File: src/rtl/ifu_fetch_pkg.sv
// Shared types and constants for the instruction fetch unit.
package ifu_fetch_pkg;

    localparam int unsigned XLEN = 32;

    localparam logic [XLEN-1:0] INST_NOP         = 32'h0000_0013;
    localparam logic [XLEN-1:0] RESET_PC_DEFAULT = 32'h0000_0000;
    localparam logic [XLEN-1:0] ALIGN_MASK       = 32'hFFFF_FFFC;

    typedef struct packed {
        logic [XLEN-1:0] addr;
        logic [XLEN-1:0] inst;
    } fetch_entry_t;

endpackage

File: src/rtl/ifu_fetch_if.sv
// Instruction bus (req/gnt/rvalid) plus the IF/ID-facing instruction outputs.
interface ifu_fetch_if;
    import ifu_fetch_pkg::*;

    logic            ibus_req_o;
    logic [XLEN-1:0] ibus_addr_o;
    logic            ibus_gnt_i;
    logic            ibus_rvalid_i;
    logic [XLEN-1:0] ibus_rdata_i;
    logic [XLEN-1:0] inst_o;
    logic [XLEN-1:0] inst_addr_o;
    logic            inst_valid_o;

    modport master (
        output ibus_req_o, ibus_addr_o, inst_o, inst_addr_o, inst_valid_o,
        input  ibus_gnt_i, ibus_rvalid_i, ibus_rdata_i
    );

    modport slave (
        input  ibus_req_o, ibus_addr_o, inst_o, inst_addr_o, inst_valid_o,
        output ibus_gnt_i, ibus_rvalid_i, ibus_rdata_i
    );

endinterface

File: src/rtl/ifu_fifo.sv
// Synchronous prefetch FIFO of fetch entries; push into a full FIFO is legal when popping.
module ifu_fifo
    import ifu_fetch_pkg::*;
#(
    parameter int unsigned  DEPTH = 2,
    localparam int unsigned PTR_W = (DEPTH > 1) ? $clog2(DEPTH) : 1,
    localparam int unsigned CNT_W = $clog2(DEPTH + 1)
) (
    input  logic             clk,
    input  logic             rst,
    input  logic             push,
    input  fetch_entry_t     push_data,
    input  logic             pop,
    input  logic             flush,
    output logic             full,
    output logic             empty,
    output logic [CNT_W-1:0] count,
    output fetch_entry_t     head
);

    fetch_entry_t     mem [DEPTH];
    logic [PTR_W-1:0] rd_ptr;
    logic [PTR_W-1:0] wr_ptr;
    logic             do_push;
    logic             do_pop;

    // Depth need not be a power of two, so pointers wrap explicitly.
    function automatic logic [PTR_W-1:0] ptr_inc(input logic [PTR_W-1:0] p);
        return (p == PTR_W'(DEPTH - 1)) ? '0 : p + PTR_W'(1);
    endfunction

    assign do_pop  = pop && !empty;
    assign do_push = push && (!full || do_pop);
    assign full    = (count == CNT_W'(DEPTH));
    assign empty   = (count == '0);
    assign head    = mem[rd_ptr];

    always_ff @(posedge clk) begin
        if (!rst || flush) begin
            rd_ptr <= '0;
            wr_ptr <= '0;
            count  <= '0;
        end else begin
            if (do_push) wr_ptr <= ptr_inc(wr_ptr);
            if (do_pop)  rd_ptr <= ptr_inc(rd_ptr);
            count <= count + CNT_W'(do_push) - CNT_W'(do_pop);
        end
    end

    always_ff @(posedge clk) begin
        if (do_push) mem[wr_ptr] <= push_data;
    end

endmodule

File: src/rtl/ifu_fetch.sv
// Instruction fetch unit: owns the PC, issues credit-limited in-order fetches, buffers results.
// Optional IFU_ALIGN_CHECK_EN adds a sticky fetch_misalign_o for misaligned jump targets.
module ifu_fetch
    import ifu_fetch_pkg::*;
#(
    parameter logic [31:0] RESET_PC   = RESET_PC_DEFAULT,
    parameter int unsigned FIFO_DEPTH = 2
) (
    input  logic              clk,
    input  logic              rst,
    input  logic              jump_flag_i,
    input  logic [XLEN-1:0]   jump_addr_i,
    input  logic              hold_flag_i,
`ifdef IFU_ALIGN_CHECK_EN
    output logic              fetch_misalign_o,
`endif
    ifu_fetch_if.master       bus
);

    localparam int unsigned CNT_W = $clog2(FIFO_DEPTH + 1);

    logic [XLEN-1:0]  pc;
    logic [CNT_W-1:0] outstanding;
    logic [CNT_W-1:0] outstanding_nxt;
    logic [CNT_W-1:0] discard;
    logic [CNT_W-1:0] fifo_count;
    logic             fifo_full;
    logic             fifo_empty;
    fetch_entry_t     fifo_head;
    fetch_entry_t     push_entry;
    logic             credit_ok;
    logic             misalign;
    logic             req_c;
    logic             accept;
    logic             resp;
    logic             push;
    logic             pop;

    // Entries plus in-flight requests may never exceed the FIFO depth.
    assign credit_ok = ({1'b0, fifo_count} + {1'b0, outstanding}) < (CNT_W + 1)'(FIFO_DEPTH);
    assign req_c     = rst && credit_ok && !jump_flag_i && !misalign;
    assign accept    = req_c && bus.ibus_gnt_i;
    assign resp      = bus.ibus_rvalid_i && (outstanding != '0);
    assign push      = resp && (discard == '0) && !jump_flag_i;
    assign pop       = !fifo_empty && !hold_flag_i;

    assign outstanding_nxt = outstanding + CNT_W'(accept) - CNT_W'(resp);

    // With no stale responses left, every in-flight request belongs to the current PC stream.
    assign push_entry.addr = pc - (XLEN'(outstanding) << 2);
    assign push_entry.inst = bus.ibus_rdata_i;

    assign bus.ibus_req_o   = req_c;
    assign bus.ibus_addr_o  = pc;
    assign bus.inst_valid_o = !fifo_empty;
    assign bus.inst_o       = fifo_empty ? INST_NOP : fifo_head.inst;
    assign bus.inst_addr_o  = fifo_empty ? '0 : fifo_head.addr;

    always_ff @(posedge clk) begin
        if (!rst) begin
            pc          <= RESET_PC;
            outstanding <= '0;
            discard     <= '0;
        end else begin
            outstanding <= outstanding_nxt;
            if (jump_flag_i) begin
                pc      <= jump_addr_i & ALIGN_MASK;
                discard <= outstanding_nxt;
            end else begin
                if (accept) pc <= pc + 32'd4;
                if (resp && discard != '0) discard <= discard - CNT_W'(1);
            end
        end
    end

`ifdef IFU_ALIGN_CHECK_EN
    always_ff @(posedge clk) begin
        if (!rst) begin
            misalign <= 1'b0;
        end else if (jump_flag_i) begin
            misalign <= (jump_addr_i[1:0] != 2'b00);
        end
    end
    assign fetch_misalign_o = misalign;
`else
    assign misalign = 1'b0;
`endif

    ifu_fifo #(
        .DEPTH (FIFO_DEPTH)
    ) u_fifo (
        .clk       (clk),
        .rst       (rst),
        .push      (push),
        .push_data (push_entry),
        .pop       (pop),
        .flush     (jump_flag_i),
        .full      (fifo_full),
        .empty     (fifo_empty),
        .count     (fifo_count),
        .head      (fifo_head)
    );

    // A response with nothing in flight is a bus protocol violation; logic drops it.
    rvalid_without_req: assert property (@(posedge clk) disable iff (!rst)
        !(bus.ibus_rvalid_i && outstanding == '0));

    logic unused_full;
    assign unused_full = fifo_full;

endmodule

File: src/flat_wrapper.sv
// flat-port wrapper written by rule: the top's interface ports become plain ports
module ifu_fetch_flat import ifu_fetch_pkg::*;
#(
    parameter logic [31:0] RESET_PC   = RESET_PC_DEFAULT,
    parameter int unsigned FIFO_DEPTH = 2
)
  (clk, rst, jump_flag_i, jump_addr_i, hold_flag_i, bus_ibus_req_o, bus_ibus_addr_o, bus_inst_o, bus_inst_addr_o, bus_inst_valid_o, bus_ibus_gnt_i, bus_ibus_rvalid_i, bus_ibus_rdata_i);
  ifu_fetch_if bus_i ();
  input  logic clk;
  input  logic rst;
  input  logic jump_flag_i;
  input  logic [XLEN-1:0] jump_addr_i;
  input  logic hold_flag_i;
  output wire logic [$bits(bus_i.ibus_req_o)-1:0] bus_ibus_req_o;
  output wire logic [$bits(bus_i.ibus_addr_o)-1:0] bus_ibus_addr_o;
  output wire logic [$bits(bus_i.inst_o)-1:0] bus_inst_o;
  output wire logic [$bits(bus_i.inst_addr_o)-1:0] bus_inst_addr_o;
  output wire logic [$bits(bus_i.inst_valid_o)-1:0] bus_inst_valid_o;
  input wire logic [$bits(bus_i.ibus_gnt_i)-1:0] bus_ibus_gnt_i;
  input wire logic [$bits(bus_i.ibus_rvalid_i)-1:0] bus_ibus_rvalid_i;
  input wire logic [$bits(bus_i.ibus_rdata_i)-1:0] bus_ibus_rdata_i;
  assign bus_ibus_req_o = bus_i.ibus_req_o;
  assign bus_ibus_addr_o = bus_i.ibus_addr_o;
  assign bus_inst_o = bus_i.inst_o;
  assign bus_inst_addr_o = bus_i.inst_addr_o;
  assign bus_inst_valid_o = bus_i.inst_valid_o;
  assign bus_i.ibus_gnt_i = bus_ibus_gnt_i;
  assign bus_i.ibus_rvalid_i = bus_ibus_rvalid_i;
  assign bus_i.ibus_rdata_i = bus_ibus_rdata_i;
  ifu_fetch #(.RESET_PC(RESET_PC), .FIFO_DEPTH(FIFO_DEPTH)) u_core (.clk(clk), .rst(rst), .jump_flag_i(jump_flag_i), .jump_addr_i(jump_addr_i), .hold_flag_i(hold_flag_i), .bus(bus_i));
endmodule
File: config.mk
export PLATFORM = sky130hd
export DESIGN_NAME = ifu_fetch_flat
export DESIGN_NICKNAME = d
export VERILOG_FILES = /design/src/rtl/ifu_fetch_pkg.sv /design/src/rtl/ifu_fetch_if.sv /design/src/rtl/ifu_fifo.sv /design/src/rtl/ifu_fetch.sv /design/src/flat_wrapper.sv
export SDC_FILE = /design/constraint.sdc
export NUM_CORES = 1
export LEC_CHECK = 0
export ABC_AREA = 1
export BUFFER_PORTS_ARGS = -buffer_cell sky130_fd_sc_hd__buf_4
export CAP_MARGIN = 20
export CELL_PAD_IN_SITES_DETAIL_PLACEMENT = 0
export CELL_PAD_IN_SITES_GLOBAL_PLACEMENT = 1
export CORE_ASPECT_RATIO = 0.5
export CORE_MARGIN = 4
export CORE_UTILIZATION = 34
export DETAILED_ROUTE_END_ITERATION = 12
export HOLD_SLACK_MARGIN = 0.1
export PLACE_DENSITY = 0.71
export SETUP_SLACK_MARGIN = 0.4
export SYNTH_ARGS = -nofsm -noshare
export SYNTH_HDL_FRONTEND = slang
export SYNTH_SLANG_ARGS = --single-unit
File: constraint.sdc
create_clock -name clk -period 4.6 [get_ports clk]
set_input_delay 0.23 -clock clk [delete_from_list [all_inputs] [get_ports clk]]
set_output_delay 0.23 -clock clk [all_outputs]
set_load 0.005 [all_outputs]
# Word level (Yosys, flattened, before mapping)
# Memories as Yosys holds them, arrays and structs flattened. A register that Yosys moved wholly into a read port is not among the register bits.
# Index checks and enable logic that the tools add are counted.
# classes
addsub,10
order_cmp,1
n_eq_ne,1
mux,12
bitwise_logic,1
reduce_logical,24
# ops
cell,count
two-way mux 32 bit,4
adder 32 x 3 -> 32 bit (second input constant),1
subtractor 32 x 4 -> 32 bit,1
logical AND 1 bit,10
nonzero test 2 bit,4
two-way mux 1 bit,6
zero test 1 bit,5
adder 2 x 1 -> 2 bit,2
zero test 2 bit,2
two-way mux 2 bit,2
subtractor 2 x 1 -> 2 bit,2
adder 2 x 2 -> 3 bit,1
< comparator 3 x 2 -> 1 bit (second input constant),1
adder 1 bit (second input constant),2
== test 2 bit (second input constant),1
logical OR 1 bit,2
OR reduction 2 bit,1
subtractor 2 x 1 -> 2 bit (second input constant),1
NOT 1 bit,1
# totals
ff_bits,40
ram_bits,128
in_bits,70
output_inout_bits,98
wordCells,57
n_memories,1
# memory_table
name,depth,word_bits,read_ports,rd_clocked_by_memory_dff,wr,line_no,source
u_core.u_fifo.mem,2,64,1,1,1,ifu_fifo.sv:21,fetch_entry_t mem [DEPTH];

# Depth between registers and ports, before layout
# Gate-level depths: netlist of the first run.
# depth
ltp_word,8
depth_mapped,14
mapped_depth_nobuf,13

# Cells and area by module
# From an unflattened synthesis of the first run, not the netlist that was laid out.
# unflattened
hier_cells,913
area_unflattened_um2,8979.9
# modules_own_cells
mod,n_inst,cells_per_inst,area_per_inst_um2,seq_area_each_um2
ifu_fifo,1,242,5200.0,3943.8
ifu_fetch,1,671,3779.9,680.7

# Worst setup path after synthesis of the first run
# Ideal clock, no wire load.
# synth_path
kind,reg2reg
from,register u_core.outstanding[1]
to,memory u_core.u_fifo.mem[0][0] in the netlist's numbering (enable)
setup_time_ns,0.482
t_arrival_ns,3.425
required_time_ns,4.118
setup_slack_ns,0.693
path_stages_with_launch,4
n_path_buf,0
path_cell_list,dfxtp_1 -> o21a_1 -> nand4_1 -> nor2_1
# synth_via
elab_chain_cells,7
# synth_lines
item,line_no,source
from (decl),ifu_fetch.sv:23,logic [CNT_W-1:0] outstanding;
from (signal assigned),ifu_fetch.sv:65,outstanding <= outstanding_nxt;
nonzero test 2 bit,ifu_fetch.sv:43,assign resp = bus.ibus_rvalid_i && (outstanding != '0);
logical AND 1 bit,ifu_fetch.sv:43,
logical AND 1 bit (2 in series),ifu_fetch.sv:44,assign push = resp && (discard == '0) && !jump_flag_i;
logical AND 1 bit,ifu_fifo.sv:33,assign do_push = push && (!full || do_pop);
two-way mux 1 bit,ifu_fifo.sv:51,if (do_push) mem[wr_ptr] <= push_data;
two-way mux 1 bit (implied by the code),ifu_fifo.sv:51,
to (decl),ifu_fifo.sv:21,
# Every way passes these cells.

# Final worst setup path of the first run
# layout_path
from,register u_core.outstanding[1]
to,register u_core.discard[1]
# layout_via
elab_chain_cells,8
elab_cells_between_ends,12
classes_between,add/sub (3); order compare (1); mux (1); reduce/logical (7)
# layout_lines
item,line_no,source
adder 2 x 2 -> 3 bit,ifu_fetch.sv:40,"assign credit_ok = ({1'b0, fifo_count} + {1'b0, outstanding}) < (CNT_W + 1)'(FIFO_DEPTH);"
< comparator 3 x 2 -> 1 bit,ifu_fetch.sv:40,
logical AND 1 bit (2 in series),ifu_fetch.sv:41,assign req_c = rst && credit_ok && !jump_flag_i && !misalign;
logical AND 1 bit,ifu_fetch.sv:42,assign accept = req_c && bus.ibus_gnt_i;
adder 2 x 1 -> 2 bit,ifu_fetch.sv:47,assign outstanding_nxt = outstanding + CNT_W'(accept) - CNT_W'(resp);
subtractor 2 x 1 -> 2 bit,ifu_fetch.sv:47,
two-way mux 2 bit,ifu_fetch.sv:66,if (jump_flag_i) begin
to (signal assigned),ifu_fetch.sv:68,discard <= outstanding_nxt;
to (signal assigned),ifu_fetch.sv:71,if (resp && discard != '0) discard <= discard - CNT_W'(1);
to (decl),ifu_fetch.sv:25,logic [CNT_W-1:0] discard;
# Parallel ways exist; a longest one is shown, timed or not.
# A chain may end at the register's enable or synchronous reset.

==> results of run 1 <==
## flip-flops by register name, summed over array words and instances (netlist names), named ones only
name and count:
u_core.u_fifo.count 2, u_core.outstanding 2, u_core.bus.ibus_addr_o 30, u_core.u_fifo.rd_ptr 1
u_core.discard 2, u_core.u_fifo.wr_ptr 1, u_core.u_fifo.mem 124
## what timing repair did
action,4_1_cts,5_1_grt
endpoints found under the hold margin,74,0
setup endpoints to repair,0,0
hold buffers,42,0
## where the power goes
| part | internal [mW] | total, mW | switching, mW |
|---|---|---|---|
| sequential | 1.70 | 1.77 | 0.0695 |
| clock | 0.870 | 1.50 | 0.633 |
| combinational | 0.236 | 0.577 | 0.341 |
| total | 2.81 | 3.85 | 1.04 |
## per-stage QoR
stage,std cells,hold WS [ns]
2_1_floorplan,895,0.3289
3_3_place_gp,1323,0.4161
3_5_place_dp,1324,0.4183
4_1_cts,1398,0.1140
5_1_grt,1398,0.1394
6_report,1398,0.1261
## kinds of logic after synthesis
family,after synthesis,synth area share
DFF,163,0.5583
xor gates and xnor gates,38,0.04125
buffers and inverters,132,0.07087
AOI/OAI and AO/OA,131,0.08577
and+or+nand+nor,417,0.2260
other,1,0.0004648
adders and majority gates,10,0.01737
## Yosys cell counts (3+ instances only)
cell type,number
inv_1,84
nand2_2,10
and2_1,3
ha_1,8
nand3_1,43
inv_2,3
xor2_1,37
nand4_1,7
nand2_1,251
buf_6,5
edfxtp_1,124
nor2_4,10
a21oi_1,90
dfxtp_1,39
o21ai_0,24
clkbuf_1,23
buf_4,7
nor2_2,13
o21ai_1,4
nor2_1,70
buf_2,8
## cell type report
class | instances | area share
well taps | 307 | 0.03643
clock buffers | 17 | 0.04035
clock inverters | 15 | 0.01804
flip-flops and latches | 163 | 0.4274
repair buffers | 208 | 0.1593
multi-input cells | 600 | 0.2870
inverters | 88 | 0.03157
## final timing paths
| kind | to | cells past startpoint | from | slack, ns |
|---|---|---|---|---|
| setup / recovery | u_core.discard[1] | 11 | u_core.outstanding[1] | 1.82 |
| hold reg to reg | u_core.u_fifo.rd_ptr | 1 | u_core.u_fifo.rd_ptr | 0.47 |
| setup reg to reg | u_core.discard[1] | 11 | u_core.outstanding[1] | 1.82 |
| hold / removal | u_core.bus.ibus_addr_o[6] | 5 | jump_addr_i[6] | 0.13 |
## metal layers
metal,global-route usage,vias to the layer above,wire length [microns]
met5,0,-,0
met4,0.04810,0,382
met3,0.03414,22,809
met2,0.2998,101,10720
met1,0.2204,3127,10250
li1,-,3291,-
## worst max-delay path, stage by stage, from the launching register on
cell and delay [ns]:
dfxtp_1 0.52, fa_1 0.47, nor2_1 0.23, nand3_4 0.17, inv_2 0.40, ha_1 0.25
xor2_1 0.19, xor2_1 0.21, nand2_1 0.08, o211ai_1 0.09, nand2_1 0.07, inv_1 0.05
==> impl_table.tex, run 1 <==
\begin{tabular}{lr}
\hline
Metric & Value \\
\hline
\multicolumn{2}{l}{\textbf{Clock tree}} \\
\quad Worst-path clk slew & 0.07 ns \\
\quad Worst-case clock buffer depth & 2 \\
\quad Clock insertion delay at the later pin of the skew report & 0.43 ns \\
\quad Buffers inserted by post-CTS timing repair & 0 \\
\quad Sink count of the clock tree & 163 \\
\quad Clock tree from TritonCTS & built \\
\quad Clock root buffer & clkbuf\_16 \\
\quad Deepest level of the CTS H-tree & 4 \\
\quad Total of cells resized after clock tree synthesis & 0 \\
\quad Cts bufs inserted & 17 \\
\multicolumn{2}{l}{\textbf{Synth}} \\
\quad Async S/R FF share, synth & 0 \\
\quad Total number of yosys warnings & 0 \\
\quad Syn\_area\_per\_cell & 9.045 sq um \\
\quad Top post-synthesis cells by area & edfxtp\_1 46\%, nand2\_1 12\%, dfxtp\_1 9.7\%, a21oi\_1 5.6\%, xor2\_1 4.0\% \\
\quad Number of different library cells in the post-synthesis netlist & 43 \\
\quad Sequential area share after synthesis & 0.5583 \\
\quad Cells after Synth & 892 \\
\quad Main synth FF type & edfxtp\_1 \\
\quad Post-synth design cell area & 8068 sq um \\
\quad Top cell type by total area after synthesis & edfxtp\_1 \\
\quad Area fraction of the dominant cell type after synthesis & 0.4615 \\
\quad Synthesis-stage register bit count & 163 \\
\quad Number of enable flip-flop cells after synthesis & 124 \\
\multicolumn{2}{l}{\textbf{Placement}} \\
\quad Worst setup slack before clock tree synthesis & 1.836 ns \\
\quad HPWL Detailed & 15,180 microns \\
\quad Global placer's final weighted congestion & 0.8419 \\
\quad Cell area after placement & 9507 sq um \\
\quad I/O Buffers & 161 \\
\multicolumn{2}{l}{\textbf{Power}} \\
\quad Pwr dens & 365.0 nW/um\^{}2 \\
\quad Power after layout & 3.848 mW \\
\quad Total leakage power & 4.311 nW \\
\quad Maximum vdd ir drop & 238.6 uV \\
\multicolumn{2}{l}{\textbf{Timing}} \\
\quad Worst-margin pin slew & 0.8796 ns \\
\quad Final period demand of the worst path & 2.778 ns \\
\quad Final clock skew & 0.008144 ns \\
\quad Crit share post-route & 0.6039 \\
\quad Unrepaired setup endpoints after global routing & false \\
\quad Final-report max-slew violation count & 0 \\
\quad Finish-stage setup viols & 0 \\
\quad Hold Vio Cnt, Final & 0 \\
\quad Worst Slack Setup Final & 1.822 ns \\
\quad Highest clock rate & 360.0 MHz \\
\quad Rel. slew slack & 0.4136 \\
\quad Post-Route Setup TNS & 0 ns \\
\multicolumn{2}{l}{\textbf{Route}} \\
\quad Vias per cell & 4.679 \\
\quad Average routed wire per standard cell & 15.85 microns \\
\quad Post-route ant nets & 0 \\
\quad Number of search-and-repair iterations in the first detailed-routing pass & 6 \\
\quad Routed wire length & 22,160 microns \\
\quad Residual DRC count & 0 \\
\quad Number of vias after detailed routing & 6,541 \\
\quad Initial drt markers & 491 \\
\multicolumn{2}{l}{\textbf{Global routing}} \\
\quad Via count of the first global-routing pass & 6,646 \\
\quad Largest net degree at the start of global routing & 64 \\
\quad Aggregate global-route resource usage & 0.1716 \\
\quad Grt ovf & 0 \\
\quad Wire length of the first global-routing pass & 35,040 microns \\
\quad Number of antenna violations at the first check in global routing & 0 \\
\multicolumn{2}{l}{\textbf{Worst setup path}} \\
\quad CP endpoint kind & flop \\
\quad Category of the critical setup timing path & flop to flop \\
\quad Kind of start point of the critical path & flop \\
\quad WP data required & 4.98 ns \\
\quad Arr. time, crit path & 3.16 ns \\
\quad Largest driver fanout on the critical path & 25 \\
\multicolumn{2}{l}{\textbf{Flow run}} \\
\quad Total of max-cap violations & 0 \\
\multicolumn{2}{l}{\textbf{Layout}} \\
\quad Area of combinational cells with multiple inputs & 3025 sq um \\
\quad Filler Cells Inserted & 2,244 \\
\quad Post-synthesis to final-layout area growth & 30.68\% \\
\quad Final standard cell utilization of the core & 0.4568 \\
\quad Diodes inserted & 0 \\
\quad Most common library cell in the layout ignoring fill and taps & nand2\_1 \\
\quad Most frequent cells in the layout & 251 x nand2\_1, 165 x buf\_4, 124 x edfxtp\_1 \\
\quad Post-layout net count & 1,158 \\
\quad Final design area excluding fillers & 10,540 sq um \\
\quad Sequential cell area & 4506 sq um \\
\quad Fraction of layout cells with a size suffix above 1 & 0.2255 \\
\multicolumn{2}{l}{\textbf{Die}} \\
\quad Std cell rows & 39 \\
\quad Top Ports & 168 \\
\quad Y dimension of the die & 116.9 microns \\
\quad Die W & 225.8 microns \\
\quad Starting density of the core & 0.3495 \\
\quad Total Die Area & 26,410 sq um \\
\quad Standard cell core area & 23,080 sq um \\
\multicolumn{2}{l}{\textbf{Run status}} \\
\quad Outcome & completed \\
\multicolumn{2}{l}{\textbf{Min path}} \\
\quad Path category of the worst min-delay check & input port to flop \\
\hline
\end{tabular}
Note: power is estimated with default switching activity, not from simulation.
==> run 2: changes to the inputs <==
PLACE_DENSITY = 0.74   (was 0.71)
clock period = 2.5 ns   (was 4.6 ns; I/O delays follow)
==> run 2 against run 1 <==
Against the previous run: die area did not move; non-clock buffer count increased by 36; critical endpoint unchanged; wire length increased by 1.4%; count of clock-buffer cells in the layout stayed put; power increased by 86%; flip-flop and latch count unchanged; largest cell class unchanged; combinational power grew 110%.
==> impl_table.tex, run 2 (synthesis gave the netlist of run 1 again) <==
\begin{tabular}{lr}
\hline
Metric & Value \\
\hline
\multicolumn{2}{l}{\textbf{Layout}} \\
\quad Area of combinational cells with multiple inputs & 3095 sq um (was 3025 sq um) \\
\quad Post-synthesis to final-layout area growth & 35.84\% (was 30.68\%) \\
\quad Sequential cell area & 4519 sq um (was 4506 sq um) \\
\quad Diodes inserted & 0 (unchanged) \\
\quad Number of flip-flops in the largest register & 124 (unchanged) \\
\quad Most common library cell in the layout ignoring fill and taps & nand2\_1 (unchanged) \\
\quad Post-layout net count & 1,194 (was 1,158) \\
\quad Fraction of layout cells with a size suffix above 1 & 0.2493 (was 0.2255) \\
\quad Largest Register & u\_core.u\_fifo.mem (unchanged) \\
\quad Filler Cells Inserted & 2,170 (was 2,244) \\
\quad Most frequent cells in the layout & 250 x nand2\_1, 177 x buf\_4, 124 x edfxtp\_1 (was 251 x nand2\_1, 165 x buf\_4, 124 x edfxtp\_1) \\
\quad Post-Layout Cell Count & 1,434 (was 1,398) \\
\multicolumn{2}{l}{\textbf{Clock tree}} \\
\quad Clock insertion delay at the later pin of the skew report & 0.43 ns (about the same) \\
\quad Deepest level of the CTS H-tree & 4 (unchanged) \\
\quad Worst-case clock buffer depth & 2 (unchanged) \\
\quad Clock root buffer & clkbuf\_16 (unchanged) \\
\quad Sink count of the clock tree & 163 (unchanged) \\
\quad Worst-path clk slew & 0.07 ns (about the same) \\
\quad Clock tree from TritonCTS & built (unchanged) \\
\quad Cts bufs inserted & 17 (unchanged) \\
\multicolumn{2}{l}{\textbf{Worst setup path}} \\
\quad Reg2Reg Setup Slack & 0.41 ns (was 1.82 ns) \\
\quad Category of the critical setup timing path & flop to flop (unchanged) \\
\quad CP endpoint kind & flop (unchanged) \\
\quad Reg2reg end & u\_core.discard[1] (unchanged) \\
\quad Arr. time, crit path & 2.47 ns (was 3.16 ns) \\
\quad Startpoint of the worst register-to-register path & u\_core.outstanding[0] (was u\_core.outstanding[1]) \\
\quad WP data required & 2.88 ns (was 4.98 ns) \\
\quad Kind of start point of the critical path & flop (unchanged) \\
\quad Largest driver fanout on the critical path & 3 (was 25) \\
\quad Depth of the most critical reg-to-reg path & 13 (was 11) \\
\multicolumn{2}{l}{\textbf{Route}} \\
\quad Residual DRC count & 0 (unchanged) \\
\quad Number of search-and-repair iterations in the first detailed-routing pass & 4 (was 6) \\
\quad Vias per cell & 4.662 (was 4.679) \\
\quad Number of vias after detailed routing & 6,686 (was 6,541) \\
\quad Average routed wire per standard cell & 15.67 microns (was 15.85 microns) \\
\quad Routed wire length & 22,470 microns (was 22,160 microns) \\
\quad Post-route ant nets & 0 (unchanged) \\
\quad Initial drt markers & 389 (was 491) \\
\multicolumn{2}{l}{\textbf{Placement}} \\
\quad I/O Buffers & 161 (unchanged) \\
\quad Global placer's final weighted congestion & 0.8668 (was 0.8419) \\
\quad Number of placed instances with taps included & 1,332 (was 1,324) \\
\quad HPWL Detailed & 15,510 microns (was 15,180 microns) \\
\multicolumn{2}{l}{\textbf{Power}} \\
\quad Combinational Power Share & 0.170 (was 0.150) \\
\quad Internal power consumption & 5.109 mW (was 2.805 mW) \\
\quad Net load switching power & 2.036 mW (was 1.043 mW) \\
\quad Clock network fraction of total power & 0.374 (was 0.391) \\
\quad Switching power share of the total & 0.2849 (was 0.2711) \\
\quad Fraction of power consumed by sequential logic & 0.456 (was 0.460) \\
\quad Pwr dens & 651.9 nW/um\^{}2 (was 365.0 nW/um\^{}2) \\
\quad Total leakage power & 4.465 nW (was 4.311 nW) \\
\quad Maximum vdd ir drop & 485.9 uV (was 238.6 uV) \\
\multicolumn{2}{l}{\textbf{Timing}} \\
\quad Finish-stage setup viols & 0 (unchanged) \\
\quad Worst-margin pin slew & 0.5306 ns (was 0.8796 ns) \\
\quad Rel. slew slack & 0.6458 (was 0.4136) \\
\quad Final-report max-slew violation count & 0 (unchanged) \\
\quad Highest clock rate & 479.0 MHz (was 360.0 MHz) \\
\quad Crit share post-route & 0.8351 (was 0.6039) \\
\quad Hold Vio Cnt, Final & 0 (unchanged) \\
\quad Unrepaired setup endpoints after global routing & true (was false) \\
\quad Final period demand of the worst path & 2.088 ns (was 2.778 ns) \\
\quad Post-Route Setup TNS & 0 ns (unchanged) \\
\quad Final clock skew & 0.01074 ns (was 0.008144 ns) \\
\multicolumn{2}{l}{\textbf{Die}} \\
\quad Top Ports & 168 (unchanged) \\
\quad Y dimension of the die & 116.9 microns (unchanged) \\
\quad Die W & 225.8 microns (unchanged) \\
\quad Starting density of the core & 0.3495 (unchanged) \\
\quad Standard cell core area & 23,080 sq um (unchanged) \\
\quad Total Die Area & 26,410 sq um (unchanged) \\
\quad Std cell rows & 39 (unchanged) \\
\multicolumn{2}{l}{\textbf{Global routing}} \\
\quad Largest net degree at the start of global routing & 61 (was 64) \\
\quad Via count of the first global-routing pass & 6,450 (was 6,646) \\
\quad Grt ovf & 0 (unchanged) \\
\quad Aggregate global-route resource usage & 0.1708 (was 0.1716) \\
\quad Number of antenna violations at the first check in global routing & 0 (unchanged) \\
\quad Wire length of the first global-routing pass & 34,950 microns (was 35,040 microns) \\
\multicolumn{2}{l}{\textbf{Min path}} \\
\quad Path category of the worst min-delay check & input port to flop (unchanged) \\
\quad Hold Path Origin & jump\_addr\_i[31] (was jump\_addr\_i[6]) \\
\quad Hold Crit Depth & 5 (unchanged) \\
\quad Terminating pin of the worst hold path & u\_core.bus.ibus\_addr\_o[31] (was u\_core.bus.ibus\_addr\_o[6]) \\
\multicolumn{2}{l}{\textbf{Flow run}} \\
\quad Total of max-cap violations & 0 (unchanged) \\
\multicolumn{2}{l}{\textbf{Run status}} \\
\quad Outcome & completed (unchanged) \\
\hline
\end{tabular}
[run 2: metal layers]
metal / GRT usage / up-vias / routed length, microns
met5: 0 / - / 0
met4: 0.05137 / 0 / 376
met3: 0.03239 / 22 / 816
met2: 0.2972 / 116 / 11220
met1: 0.2201 / 3182 / 10060
li1: - / 3366 / -
[run 2: critical path: stages, from the launching register on]
cell and delay [ns]:
dfxtp_4 0.35, nand2_2 0.06, inv_2 0.03, fa_1 0.44, nor2_2 0.18, nand3_4 0.11
inv_4 0.08, ha_4 0.12, xor2_1 0.16, xor2_1 0.21, nand2_1 0.08, o211ai_1 0.10
nand2_1 0.07, inv_1 0.05
[run 2: worst max-delay path by stage]
stage,slack [ns],start,to,cells after the start
after CTS,0.38,u_core.u_fifo.count[0],u_core.discard[1],13
after global routing,0.27,u_core.outstanding[0],u_core.discard[1],13
after global placement,0.35,u_core.u_fifo.count[0],u_core.bus.ibus_addr_o[18],12
final,0.41,u_core.outstanding[0],u_core.discard[1],13
after detailed placement,0.32,u_core.u_fifo.count[0],u_core.discard[1],13
after floorplan,0.27,u_core.outstanding[1],u_core.u_fifo.mem[0][0],3
[run 2: repair_timing]
action	in CTS	in global routing
pin swaps	2	10
hold buffers	62	0
cloned	0	0
setup endpoints to repair	9	22
buffers inserted	3	5
resized for setup	3	18
endpoints found under the hold margin	95	0
[run 2: per-stage QoR]
| step | cell area (sq um) | util | setup WS, ns | power [mW] | hold slack, ns |
|---|---|---|---|---|---|
| 2_1_floorplan | 8122 | - | 0.2711 | 3.933 | 0.2239 |
| 3_3_place_gp | 9603 | 0.4161 | 0.3463 | 4.343 | 0.3111 |
| 3_5_place_dp | 9603 | 0.4161 | 0.3166 | 4.375 | 0.3139 |
| 4_1_cts | 10860 | 0.4703 | 0.3767 | 7.122 | 0.1202 |
| 5_1_grt | 10960 | 0.4748 | 0.2654 | 7.474 | 0.1428 |
| 6_report | 10960 | 0.4748 | 0.4121 | 7.145 | 0.1233 |
[run 2: power by group through the flow]
stage / clock (mW) / combinational [mW] / sequential, mW
2_1_floorplan: 0 / 0.672 / 3.26
3_3_place_gp: 0 / 1.03 / 3.31
3_5_place_dp: 0 / 1.06 / 3.32
4_1_cts: 2.72 / 1.15 / 3.26
5_1_grt: 2.83 / 1.37 / 3.27
6_report: 2.67 / 1.22 / 3.26
[run 2: cell type report]
cell class / instances / area share
clock buffer: 17 / 0.03882
sequential: 163 / 0.4124
timing repair buffer: 244 / 0.1846
clock inverter: 15 / 0.01610
multi-input combinational: 600 / 0.2825
tap: 307 / 0.03505
inverter: 88 / 0.03060
==> run 3: changes to the inputs <==
clock period = 1.7 ns   (was 2.5 ns; I/O delays follow)
==> run 3 against run 2 <==
Against the previous run: the run now ends with setup timing left; flip-flop and latch count unchanged; sequential power up 46%; wire length grew 30%; combinational power grew to 2.9 times the previous value; first-iteration DRC count up 48%; die area is the same; power increased by 71%; critical path type unchanged; critical endpoint is now u_core.u_fifo.mem[1][6]; largest power group unchanged.
==> impl_table.tex, run 3 (synthesis gave the netlist of run 1 again) <==
\begin{tabular}{lr}
\hline
Metric & Value \\
\hline
\multicolumn{2}{l}{\textbf{Run status}} \\
\quad Outcome & finished, violations left (was completed) \\
\quad Violated checks & setup timing \\
\multicolumn{2}{l}{\textbf{Clock tree}} \\
\quad Sink count of the clock tree & 163 (unchanged) \\
\quad Clock tree from TritonCTS & built (unchanged) \\
\quad Worst-path clk slew & 0.08 ns (was 0.07 ns) \\
\quad Worst-case clock buffer depth & 2 (unchanged) \\
\quad Clock insertion delay at the later pin of the skew report & 0.44 ns (was 0.43 ns) \\
\quad Clock root buffer & clkbuf\_16 (unchanged) \\
\quad Cts bufs inserted & 17 (unchanged) \\
\quad Deepest level of the CTS H-tree & 4 (unchanged) \\
\multicolumn{2}{l}{\textbf{Timing}} \\
\quad Worst Slack Setup Final & -0.4033 ns (was 0.4121 ns) \\
\quad Final clock skew & 0.01127 ns (was 0.01074 ns) \\
\quad Final-report max-slew violation count & 0 (unchanged) \\
\quad Highest clock rate & 475.4 MHz (was 479.0 MHz) \\
\quad Crit share post-route & 1.237 (was 0.8351) \\
\quad Hold Vio Cnt, Final & 0 (unchanged) \\
\quad Finish-stage setup viols & 277 (was 0) \\
\quad Final period demand of the worst path & 2.103 ns (was 2.088 ns) \\
\quad Unrepaired setup endpoints after global routing & true (unchanged) \\
\quad Worst hold margin & 0.1001 ns (was 0.1233 ns) \\
\multicolumn{2}{l}{\textbf{Worst setup path}} \\
\quad CP endpoint kind & flop (unchanged) \\
\quad Reg2Reg Setup Slack & -0.40 ns (was 0.41 ns) \\
\quad Kind of start point of the critical path & flop (unchanged) \\
\quad Delay-heaviest family, CP & buffers and inverters (was adder cells) \\
\quad Largest driver fanout on the critical path & 8 (was 3) \\
\quad Cell-by-cell listing of the critical path & buf\_6 -> buf\_6 -> buf\_6 -> inv\_2 -> nor2\_2 -> nand2\_1 -> nand4\_1 -> buf\_6 -> buf\_6 -> nor2\_4 -> buf\_12 -> buf\_12 -> buf\_12 -> buf\_16 (was nand2\_2 -> inv\_2 -> fa\_1 -> nor2\_2 -> nand3\_4 -> inv\_4 -> ha\_4 -> xor2\_1 -> xor2\_1 -> nand2\_1 -> o211ai\_1 -> nand2\_1 -> inv\_1) \\
\quad Slowest cell on crit path & dfxtp\_2 (was fa\_1) \\
\quad WP data required & 1.86 ns (was 2.88 ns) \\
\quad Cell occurring most often along the worst timing path & buf\_6 \\
\quad WP buf/inv & 10 (was 3) \\
\quad Arr. time, crit path & 2.27 ns (was 2.47 ns) \\
\quad Category of the critical setup timing path & flop to flop (unchanged) \\
\quad Delay of the slowest critical-path stage & 0.34 ns (was 0.44 ns) \\
\multicolumn{2}{l}{\textbf{Placement}} \\
\quad I/O Buffers & 161 (unchanged) \\
\quad HPWL Detailed & 17,070 microns (was 15,510 microns) \\
\quad Global placer's final weighted congestion & 0.9004 (was 0.8668) \\
\multicolumn{2}{l}{\textbf{Die}} \\
\quad Top Ports & 168 (unchanged) \\
\quad Starting density of the core & 0.3495 (unchanged) \\
\quad Total Die Area & 26,410 sq um (unchanged) \\
\quad Y dimension of the die & 116.9 microns (unchanged) \\
\quad Std cell rows & 39 (unchanged) \\
\quad Die W & 225.8 microns (unchanged) \\
\quad Standard cell core area & 23,080 sq um (unchanged) \\
\multicolumn{2}{l}{\textbf{Route}} \\
\quad Post-route ant nets & 0 (unchanged) \\
\quad Initial drt markers & 575 (was 389) \\
\quad Number of vias after detailed routing & 7,651 (was 6,686) \\
\quad Vias per cell & 4.833 (was 4.662) \\
\quad Number of search-and-repair iterations in the first detailed-routing pass & 5 (was 4) \\
\quad Residual DRC count & 0 (unchanged) \\
\quad Average routed wire per standard cell & 18.42 microns (was 15.67 microns) \\
\quad Routed wire length & 29,160 microns (was 22,470 microns) \\
\multicolumn{2}{l}{\textbf{Power}} \\
\quad Clock network fraction of total power & 0.320 (was 0.374) \\
\quad Maximum vdd ir drop & 806.9 uV (was 485.9 uV) \\
\quad Pwr dens & 860.5 nW/um\^{}2 (was 651.9 nW/um\^{}2) \\
\quad Total leakage power & 5.660 nW (was 4.465 nW) \\
\quad Combinational Power Share & 0.290 (was 0.170) \\
\quad Net load switching power & 3.779 mW (was 2.036 mW) \\
\quad Switching power share of the total & 0.3085 (was 0.2849) \\
\quad Fraction of power consumed by sequential logic & 0.389 (was 0.456) \\
\quad Power after layout & 12.25 mW (was 7.145 mW) \\
\quad Internal power consumption & 8.470 mW (was 5.109 mW) \\
\multicolumn{2}{l}{\textbf{Global routing}} \\
\quad Grt ovf & 0 (unchanged) \\
\quad Via count of the first global-routing pass & 7,504 (was 6,450) \\
\quad Largest net degree at the start of global routing & 31 (was 61) \\
\quad Number of antenna violations at the first check in global routing & 0 (unchanged) \\
\quad Aggregate global-route resource usage & 0.2121 (was 0.1708) \\
\quad Wire length of the first global-routing pass & 42,230 microns (was 34,950 microns) \\
\multicolumn{2}{l}{\textbf{Layout}} \\
\quad Diodes inserted & 0 (unchanged) \\
\quad Fraction of layout cells with a size suffix above 1 & 0.4585 (was 0.2493) \\
\quad Most frequent cells in the layout & 244 x nand2\_1, 205 x buf\_4, 124 x edfxtp\_1 (was 250 x nand2\_1, 177 x buf\_4, 124 x edfxtp\_1) \\
\quad Post-synthesis to final-layout area growth & 76.44\% (was 35.84\%) \\
\quad Most common library cell in the layout ignoring fill and taps & nand2\_1 (unchanged) \\
\quad Largest Register & u\_core.u\_fifo.mem (unchanged) \\
\quad Number of flip-flops in the largest register & 124 (unchanged) \\
\quad Post-layout net count & 1,343 (was 1,194) \\
\multicolumn{2}{l}{\textbf{Min path}} \\
\quad Path category of the worst min-delay check & input port to flop (unchanged) \\
\multicolumn{2}{l}{\textbf{Flow run}} \\
\quad Total of max-cap violations & 0 (unchanged) \\
\hline
\end{tabular}
-- run 3: worst min-delay path, delay by kind of cell --
kind                   cells  cell delay [ns]
AOI/OAI and AO/OA          2             0.19
buffers and inverters      2             0.13
and+or+nand+nor            1             0.10
-- run 3: per-stage QoR --
| stage | cells | TNS (ns) | worst slack (ns) | cell area, sq um | utilization |
|---|---|---|---|---|---|
| 6_report | 1583 | -65.18 | -0.4033 | 14230 | 0.6167 |
| 2_1_floorplan | 895 | -66.42 | -0.5275 | 8214 | - |
| 4_1_cts | 1562 | -47.03 | -0.3278 | 13370 | 0.5791 |
| 3_3_place_gp | 1401 | -8.861 | -0.2901 | 10280 | 0.4456 |
| 3_5_place_dp | 1401 | -13.94 | -0.3161 | 10280 | 0.4456 |
| 5_1_grt | 1583 | -88.02 | -0.5075 | 14230 | 0.6167 |
-- run 3: what timing repair did --
item / 4_1_cts / 5_1_grt
setup endpoints to repair: 288 / 298
hold buffers: 63 / 4
pin swaps: 22 / 18
hold endpoints to repair: 97 / 1
resized for setup: 193 / 159
gates cloned: 22 / 4
buffers inserted: 44 / 13
-- run 3: path summary, 6_finish.rpt --
path,startpoint,cells past startpoint,end
max,u_core.u_fifo.count[1],14,u_core.u_fifo.mem[1][6]
min,jump_addr_i[19],5,u_core.bus.ibus_addr_o[19]
max reg2reg,u_core.u_fifo.count[1],14,u_core.u_fifo.mem[1][6]
min reg2reg,u_core.u_fifo.rd_ptr,1,u_core.u_fifo.rd_ptr
-- run 3: cell type report --
class	count	area [sq um]
clock buffer	17	425.4
clock inverter	15	177.7
fill	1777	8846
inverter	88	352.8
multi-input combinational	600	4161
sequential	163	4536
tap	307	384.1
timing repair buffer	393	4198
-- run 3: layer usage --
layer  track usage  wire (microns)
met1        0.2755           12540
met2        0.3719           14840
met3       0.03464            1124
met4       0.06196             655
met5             0               0
-- run 3: power by group through the flow --
stage          Sequential, mW  Clock (mW)  Combinational [mW]
2_1_floorplan            4.80           0                1.04
3_3_place_gp             4.83           0                1.94
3_5_place_dp             4.84           0                1.98
6_report                 4.77        3.93                3.55
4_1_cts                  4.75        3.94                3.01
5_1_grt                  4.79        4.17                3.79
